--- src/rtl/char_word_packer.sv ---
// char_word_packer: packs bytes into 32-bit words, first byte in [7:0], and queues them in a FWFT word FIFO; PACKER_NUL_TERM_EN makes 8'h00 act as a flush.
// Latency: a word completed or flushed in cycle N is presented with out_valid in cycle N+1.
// Backpressure: in_ready drops only while a push is needed and the FIFO is full, or while a flush waits for space.

module cwp_fifo #(
  parameter int WIDTH = 8,
  parameter int DEPTH = 4
) (
  input  logic                   clk,
  input  logic                   rst,
  input  logic                   push_vld,
  input  logic [WIDTH-1:0]       push_dat,
  input  logic                   pop_rdy,
  output logic                   pop_vld,
  output logic [WIDTH-1:0]       pop_dat,
  output logic                   full,
  output logic [$clog2(DEPTH):0] level
);
  localparam int AW = $clog2(DEPTH);
  localparam logic [AW:0] DEPTH_LVL = (AW+1)'(DEPTH);

  logic [WIDTH-1:0] mem [DEPTH];
  logic [AW-1:0]    wr_ptr;
  logic [AW-1:0]    rd_ptr;
  logic             push;
  logic             pop;

  assign full    = (level == DEPTH_LVL);
  assign pop_vld = (level != '0);
  assign pop_dat = pop_vld ? mem[rd_ptr] : '0;
  assign push    = push_vld && !full;
  assign pop     = pop_vld && pop_rdy;

  always_ff @(posedge clk) begin
    if (rst) begin
      wr_ptr <= '0;
      rd_ptr <= '0;
      level  <= '0;
    end else begin
      if (push) wr_ptr <= wr_ptr + 1'b1;
      if (pop)  rd_ptr <= rd_ptr + 1'b1;
      case ({push, pop})
        2'b10:   level <= level + 1'b1;
        2'b01:   level <= level - 1'b1;
        default: level <= level;
      endcase
    end
  end

  always_ff @(posedge clk) begin
    if (push) mem[wr_ptr] <= push_dat;
  end
endmodule

module char_word_packer #(
  parameter int FIFO_DEPTH = 4
) (
  input  logic                        clk,
  input  logic                        rst,
  input  logic [7:0]                  in_char,
  input  logic                        in_valid,
  output logic                        in_ready,
  input  logic                        in_flush,
  output logic [31:0]                 out_word,
  output logic [2:0]                  out_count,
  output logic                        out_last,
  output logic                        out_valid,
  input  logic                        out_ready,
  output logic [$clog2(FIFO_DEPTH):0] fifo_level
);
  typedef struct packed {
    logic        last;
    logic [2:0]  count;
    logic [31:0] word;
  } word_t;

  typedef enum logic {FILL = 1'b0, FLUSH_WAIT = 1'b1} state_t;

  state_t      state, state_nxt;
  logic [1:0]  idx, idx_nxt;
  logic [31:0] lanes, lanes_nxt;
  logic [31:0] merged;
  logic [2:0]  fill_cnt;
  logic        fifo_full;
  logic        accept;
  logic        store_byte;
  logic        flush_req;
  logic        push_vld;
  word_t       push_dat;
  word_t       pop_dat;

  assign in_ready = !rst && (state == FILL) && (idx != 2'd3 || !fifo_full);
  assign accept   = in_valid && in_ready;

`ifdef PACKER_NUL_TERM_EN
  assign store_byte = accept && (in_char != 8'h00);
  assign flush_req  = in_flush || (accept && (in_char == 8'h00));
`else
  assign store_byte = accept;
  assign flush_req  = in_flush;
`endif

  // Assembler view with this cycle's byte already placed in its lane.
  always_comb begin
    merged = lanes;
    if (store_byte) merged[{idx, 3'b000} +: 8] = in_char;
    fill_cnt = {1'b0, idx} + {2'b00, store_byte};
  end

  always_ff @(posedge clk) begin
    if (rst) begin
      state <= FILL;
      idx   <= 2'd0;
      lanes <= 32'h0;
    end else begin
      state <= state_nxt;
      idx   <= idx_nxt;
      lanes <= lanes_nxt;
    end
  end

  always_comb begin
    state_nxt = state;
    idx_nxt   = idx;
    lanes_nxt = lanes;
    case (state)
      FILL: begin
        if (store_byte && idx == 2'd3) begin
          idx_nxt   = 2'd0;
          lanes_nxt = 32'h0;
        end else if (flush_req && fill_cnt != 3'd0) begin
          if (!fifo_full) begin
            idx_nxt   = 2'd0;
            lanes_nxt = 32'h0;
          end else begin
            idx_nxt   = fill_cnt[1:0];
            lanes_nxt = merged;
            state_nxt = FLUSH_WAIT;
          end
        end else begin
          idx_nxt   = fill_cnt[1:0];
          lanes_nxt = merged;
        end
      end
      FLUSH_WAIT: begin
        if (!fifo_full) begin
          idx_nxt   = 2'd0;
          lanes_nxt = 32'h0;
          state_nxt = FILL;
        end
      end
      default: state_nxt = FILL;
    endcase
  end

  always_comb begin
    push_vld = 1'b0;
    push_dat = '0;
    case (state)
      FILL: begin
        if (store_byte && idx == 2'd3) begin
          push_vld       = 1'b1;
          push_dat.word  = merged;
          push_dat.count = 3'd4;
          push_dat.last  = flush_req;
        end else if (flush_req && fill_cnt != 3'd0 && !fifo_full) begin
          push_vld       = 1'b1;
          push_dat.word  = merged;
          push_dat.count = fill_cnt;
          push_dat.last  = 1'b1;
        end
      end
      FLUSH_WAIT: begin
        if (!fifo_full) begin
          push_vld       = 1'b1;
          push_dat.word  = lanes;
          push_dat.count = {1'b0, idx};
          push_dat.last  = 1'b1;
        end
      end
      default: push_vld = 1'b0;
    endcase
    if (rst) push_vld = 1'b0;
  end

  cwp_fifo #(
    .WIDTH ($bits(word_t)),
    .DEPTH (FIFO_DEPTH)
  ) u_fifo (
    .clk      (clk),
    .rst      (rst),
    .push_vld (push_vld),
    .push_dat (push_dat),
    .pop_rdy  (out_ready),
    .pop_vld  (out_valid),
    .pop_dat  (pop_dat),
    .full     (fifo_full),
    .level    (fifo_level)
  );

  assign out_word  = pop_dat.word;
  assign out_count = pop_dat.count;
  assign out_last  = pop_dat.last;
endmodule

--- config.mk ---
export PLATFORM = sky130hd
export DESIGN_NAME = char_word_packer
export DESIGN_NICKNAME = d
export VERILOG_FILES = /design/src/rtl/char_word_packer.sv
export SDC_FILE = /design/constraint.sdc
export NUM_CORES = 1
export LEC_CHECK = 0
export CAP_MARGIN = 20
export CORE_AREA = 2 2 133 135
export DETAILED_ROUTE_END_ITERATION = 7
export DIE_AREA = 0 0 135 137
export PLACE_DENSITY = 0.6
export SYNTH_ARGS = -nofsm -noshare
export SYNTH_HDL_FRONTEND = slang
export SYNTH_SLANG_ARGS = --single-unit
--- constraint.sdc ---
create_clock -name clk -period 5.6 [get_ports clk]
set_input_delay 1.12 -clock clk [delete_from_list [all_inputs] [get_ports clk]]
set_output_delay 1.12 -clock clk [all_outputs]
set_load 0.01 [all_outputs]
==> impl_results.md, run 1 <==
- Status: finished, final reports clean
- Crit start category: input pin
- DIE WIDTH: 135 um
- Worst Path Required: 5.95 ns
- Maxcap violations: 0
- Post-Syn Nets: 527
- Initial Util: 0.455
- Antenna violation net count after detailed routing: 0
- Post-Synthesis Cells: 501
- Area share of the largest cell type after synthesis: 0.558
- Fillers: 1,433
- Most instantiated library cell after synthesis: edfxtp_1
- Flops & latches, synth: 188
- Area delta synth->final: 17.4%
- First-pass GRT wire length: 24,400 um
- Largest area contributor in the netlist: edfxtp_1
- Final setup violation count: 0
- RSZ-0062 raised after global routing: false
- Setup Crit Path Kind: input pin to flip-flop
- First-pass DRT Iterations: 4
- Die Area: 18,500 um^2
- Setup bufs post-CTS: 0
- CORE AREA: 17,100 um^2
- CTS tree: yes
- Synth async-reset ratio: 0
- CTS Buf Count: 17
- Slew @ Worst Pin: 0.958 ns
- Layout cell share with drive strength beyond 1: 0.147
- Most used DFF post-synth: edfxtp_1
- CTS Sinks: 188
- Vias in the first global route: 4,436
- Area occupied by multi-input gates: 2410 um^2
- Placed Instances: 765
- Top cells by count, synth: edfxtp_1 (144), and2_1 (50), dfxtp_1 (44)
- Sequential fraction of the synthesis area: 0.671
- Worst IR Drop VDD: 0.192 mV
- 1st-iter DRT viols: 310
- Fin crit period: 4.49 ns
- PwrDens: 362 nW/um^2
- Final TNS setup: 0 ns
- Remaining DRCs: 0
- Largest net degree at the start of global routing: 40
- Antenna cells: 0
- Avg Inst Size Synth: 15.5 um^2
- # rows: 48
- Yosys warns: 0
- Via density: 5.47
- Dpl hpwl: 9800 um
- Clock Path Buffers: 2
- Maximum fanout along the worst path: 11
- H-tree depth: 4
- Register Area: 5210 um^2
- Fin crit share: 0.802
- Root cell of the clock tree: clkbuf_16
- Hold/Removal Path Class: flip-flop to flip-flop
- Top cells by area, synth: edfxtp_1 (56%), dfxtp_1 (11%), mux4_2 (10%)
- Worst hold margin: 0.452 ns
- Pins Over Slew Limit: 0
- GRT overflow: 0
- Crit end category: flip-flop
- Global Route Usage Sum: 0.177
- Final hold vios: 0
- Post-synth EDFFs: 144
- Ports: 54
- Final nets: 585
- Initial antenna violation count: 0
- Layout Skew: 0.00807 ns
- Die extent in y: 137 um
- Slew HR: 0.361
- Clock Pin Slew Worst Setup and Hold Paths: 0.07 ns
- Mapped cell area: 7750 um^2
- Non-Filler Instances: 797
- Post_cts resized: 0
- Post-Route WL: 15,200 um
- Placer congestion estimate: 0.875
- IO buf count: 53
- Cts hold-fix bufs: 0
- Vias: 4,363
- Routed wire per std cell: 19.1 um
- Max Clock Freq: 223 MHz
- Synth unique cells: 42
- Leakage: 3.00 nW
- Clk_lat worst skew: 0.41 ns
- Critical Path AT: 4.84 ns
-- power by group --
group / switching, mW / total, mW / internal (mW) / leakage [nW]
registers: 0.0436 / 1.56 / 1.52 / 1.76
clock network: 0.482 / 1.14 / 0.657 / 0.269
logic: 0.274 / 0.593 / 0.319 / 0.978
-- final timing paths --
kind	start	slack, ns	cells after the start	end
setup reg to reg	idx[0]	1.17	15	u_fifo.level[2]
hold / removal	lanes[16]	0.45	2	lanes[16]
hold reg to reg	lanes[16]	0.45	2	lanes[16]
setup / recovery	rst	1.11	16	u_fifo.level[2]
-- cell type report --
class / count / share of cell area
Inverter: 10 / 0.00412
Tap cell: 225 / 0.0309
Clock buffer: 21 / 0.0484
Clock inverter: 11 / 0.0132
Multi-Input combinational cell: 279 / 0.265
Sequential cell: 188 / 0.572
Timing Repair Buffer: 63 / 0.0665
-- metal layers --
metal / part of all wire / track usage / vias to the layer above / routed length [um]
li1: - / - / 2042 / -
met1: 0.45 / 0.231 / 2215 / 6840
met2: 0.50 / 0.292 / 85 / 7620
met3: 0.032 / 0.0404 / 21 / 483
met4: 0.018 / 0.0642 / 0 / 269
met5: 0 / 0 / - / 0
-- logic make-up (layout without fill, tap and decap cells) --
logic type / after synthesis / after routing / synth area share
AO/OA/AOI/OAI: 73 / 73 / 0.0666
AND/OR/NAND/NOR: 151 / 151 / 0.111
buffers and inverters: 34 / 105 / 0.0174
XOR/XNOR: 5 / 5 / 0.00565
adder cells (fa/ha/maj): 13 / 13 / 0.0219
flip-flops: 188 / 188 / 0.671
multiplexers: 37 / 37 / 0.106
-- layout by cell type (no fill, tap or decap), types with 2 or more instances in the layout --
master / instances
nor3_1: 3
a31oi_1: 2
o21ai_0: 3
clkdlybuf4s50_1: 53
a22o_1: 32
clkbuf_1: 4
clkinvlp_4: 2
buf_4: 10
dfxtp_1: 43
or3_1: 2
nand4bb_1: 2
nand2_1: 27
clkinv_2: 3
xor2_1: 3
a21oi_1: 31
xnor2_1: 2
nor3b_2: 3
nand4_1: 5
clkinv_4: 2
ha_1: 12
bufinv_16: 2
mux4_2: 36
inv_1: 9
edfxtp_1: 144
and2_1: 50
clkbuf_16: 17
nand3_1: 28
and4_1: 2
nor2_1: 19
-- metrics by stage --
stage | util | worst slack (ns) | instance area (um^2) | total power [mW]
2_1_floorplan | - | 1.26 | 7750 | 1.92
3_3_place_gp | 0.501 | 0.869 | 8540 | 2.19
3_5_place_dp | 0.501 | 0.698 | 8540 | 2.20
4_1_cts | 0.534 | 1.13 | 9100 | 3.34
5_1_grt | 0.534 | 0.873 | 9100 | 3.44
6_report | 0.534 | 1.11 | 9100 | 3.29
-- worst max-delay path, stage by stage --
cell and delay, ns:
clkdlybuf4s50_1 0.49, nor2_1 0.05, buf_4 0.19, and3_1 0.18
ha_1 0.18, ha_1 0.31, o31a_1 0.38, o31ai_4 0.47
nor2_1 0.15, inv_1 0.09, ha_1 0.18, inv_1 0.06
fa_1 0.37, xor2_1 0.16, or3_1 0.30, a21oi_1 0.15
-- state kept, by name, indices dropped and copies added (netlist names), named ones only --
name and cells:
state 1, u_fifo.rd_ptr 2, lanes 32, u_fifo.level 3, u_fifo.wr_ptr 2, idx 2
u_fifo.mem 144
(Power assumes the default switching activity.)
==> inputs of run 2 (changes only) <==
PLACE_DENSITY = 0.63   (was 0.6)
clock period = 3.7 ns   (was 5.6 ns; I/O delays follow)
==> run 2 against run 1 <==
Compared with the run above: global-route usage is 0.65 points higher; sequential power is 49% higher; flip-flop and latch count stayed put; critical path depth is 12 lower; critical path type is now flip-flop to output pin; largest cell class unchanged; highest routed layer unchanged.
==> impl_results.md, run 2 (synthesis results as in run 1) <==
- Worst slack at placement: -0.0666 ns (-0.764 ns)
- Post-route setup slack: 0.340 ns (-0.771 ns)
- # rows: 48 (unchanged)
- Placer congestion estimate: 0.856 (-2.1%)
- Most frequent cells in the layout: edfxtp_1 (144), clkdlybuf4s50_1 (53), and2_1 (50)
- Area occupied by multi-input gates: 2420 um^2 (+0.31%)
- Maxcap violations: 0 (unchanged)
- PwrDens: 553 nW/um^2 (+53%)
- Post-Route WL: 15,800 um (+3.7%)
- DRT met1 WL: 7010 um (+2.4%)
- Pins Over Slew Limit: 0 (unchanged)
- Cts hold-fix bufs: 0 (unchanged)
- Critical Path AT: 2.62 ns (-2.22 ns)
- CTS tree: yes
- 1st-iter DRT viols: 330 (+6.5%)
- Final setup violation count: 0 (unchanged)
- Ports: 54 (unchanged)
- RSZ-0062 raised after global routing: false
- Leakage: 3.10 nW (+3.1%)
- Largest net degree at the start of global routing: 37 (-7.5%)
- Fillers: 1,380 (-3.7%)
- Layout cell share with drive strength beyond 1: 0.175 (+0.0286)
- Top Layer Used: met4
- WL met2: 7870 um (+3.3%)
- Via density: 5.47 (-0.14%)
- Post_cts resized: 0 (unchanged)
- Setup Crit Path Kind: flip-flop to output pin
- Slew @ Worst Pin: 0.789 ns (-0.169 ns)
- Clk_lat worst skew: 0.43 ns (+0.02 ns)
- Initial antenna violation count: 0 (unchanged)
- Fin crit share: 0.908
- Maximum fanout along the worst path: 21 (+10)
- Setup bufs post-CTS: 0 (unchanged)
- Largest registers: u_fifo.mem (144), lanes (32), u_fifo.level (3)
- H-tree depth: 4 (unchanged)
- Routed wire per std cell: 19.4 um (+1.8%)
- R2R cell count: 15 (unchanged)
- Status: finished, final reports clean
- Worst IR Drop VDD: 0.329 mV (+71%)
- Remaining DRCs: 0 (unchanged)
- GRT overflow: 0 (unchanged)
- CORE AREA: 17,100 um^2 (unchanged)
- Initial Util: 0.455 (unchanged)
- Fin crit period: 3.36 ns
- Clock Pin Slew Worst Setup and Hold Paths: 0.06 ns (about the same)
- DIE WIDTH: 135 um (unchanged)
- First-pass GRT wire length: 25,100 um (+2.6%)
- Met3 WL: 696 um (+44%)
- Commonest non-fill, non-tap cell in the layout: edfxtp_1
- Antenna violation net count after detailed routing: 0 (unchanged)
- IO buf count: 53 (unchanged)
- CTS Buf Count: 17 (unchanged)
- Final hold vios: 0 (unchanged)
- Root cell of the clock tree: clkbuf_16
- Global Route Usage Sum: 0.183 (+0.00653)
- Max reg flops: 144 (unchanged)
- Final TNS setup: 0 ns (unchanged)
- Layout Skew: 0.00588 ns (-0.00219 ns)
- Final nets: 600 (+2.6%)
- Vias: 4,439 (+1.7%)
- Reg with most FFs: u_fifo.mem
- Crit end category: output pin
- First-pass DRT Iterations: 4 (unchanged)
- Slew HR: 0.470 (+0.109)
- DP Area: 8680 um^2 (+1.6%)
- Reg2reg setup slack: 0.40 ns (-0.77 ns)
- Area delta synth->final: 19.6%
- Worst hold stages: 2 (unchanged)
- CTS Sinks: 188 (unchanged)
- Max Clock Freq: 298 MHz
- Die extent in y: 137 um (unchanged)
- Final core occ: 0.544 (+0.00968)
- Vias in the first global route: 4,504 (+1.5%)
- Post-route cell area: 9270 um^2 (+1.8%)
- Worst Path Required: 2.96 ns (-2.99 ns)
- Hold/Removal Path Class: flip-flop to flip-flop
- Register Area: 5210 um^2 (unchanged)
- Die Area: 18,500 um^2 (unchanged)
- Clock Path Buffers: 2 (unchanged)
- Antenna cells: 0 (unchanged)
- Dpl hpwl: 10000 um (+2.0%)
- Crit start category: flip-flop
==> run 2: where the power goes <==
| group | internal, mW | switching [mW] | total, mW |
|---|---|---|---|
| Combinational | 0.509 | 0.480 | 0.989 |
| Sequential | 2.30 | 0.0279 | 2.33 |
| Clock | 1.08 | 0.737 | 1.81 |
==> run 2: critical path: stages (launching register included) <==
cell             delay, ns
dfxtp_1               0.47
or3_1                 0.64
buf_4                 0.37
and2_1                0.17
clkdlybuf4s50_1       0.53
==> run 2: routing by layer <==
layer  vias to the layer above  global-route usage
met4                         0              0.0631
li1                       2079                   -
met2                       104               0.303
met1                      2238               0.242
met5                         -                   0
met3                        18              0.0407
==> run 2: stage by stage <==
step / hold slack [ns] / instances / power [mW]
floorplan: 0.431 / 501 / 2.92
detailed placement: 0.445 / 780 / 3.38
finish: 0.451 / 812 / 5.13
global route: 0.468 / 812 / 5.33
global placement: 0.438 / 780 / 3.37
CTS: 0.452 / 812 / 5.18
==> run 2: cell type report <==
type	instances	area share
Inverter	10	0.00405
Timing Repair Buffer	78	0.0788
Sequential cell	188	0.562
Clock inverter	12	0.0158
Clock buffer	20	0.0482
Multi-Input combinational cell	279	0.261
Tap cell	225	0.0304
==> run 2: worst paths after layout <==
check                       start         endpoint
setup reg to reg           idx[1]  u_fifo.level[2]
hold / removal          lanes[23]        lanes[23]
setup / recovery  u_fifo.level[0]     out_word[10]
hold reg to reg         lanes[23]        lanes[23]
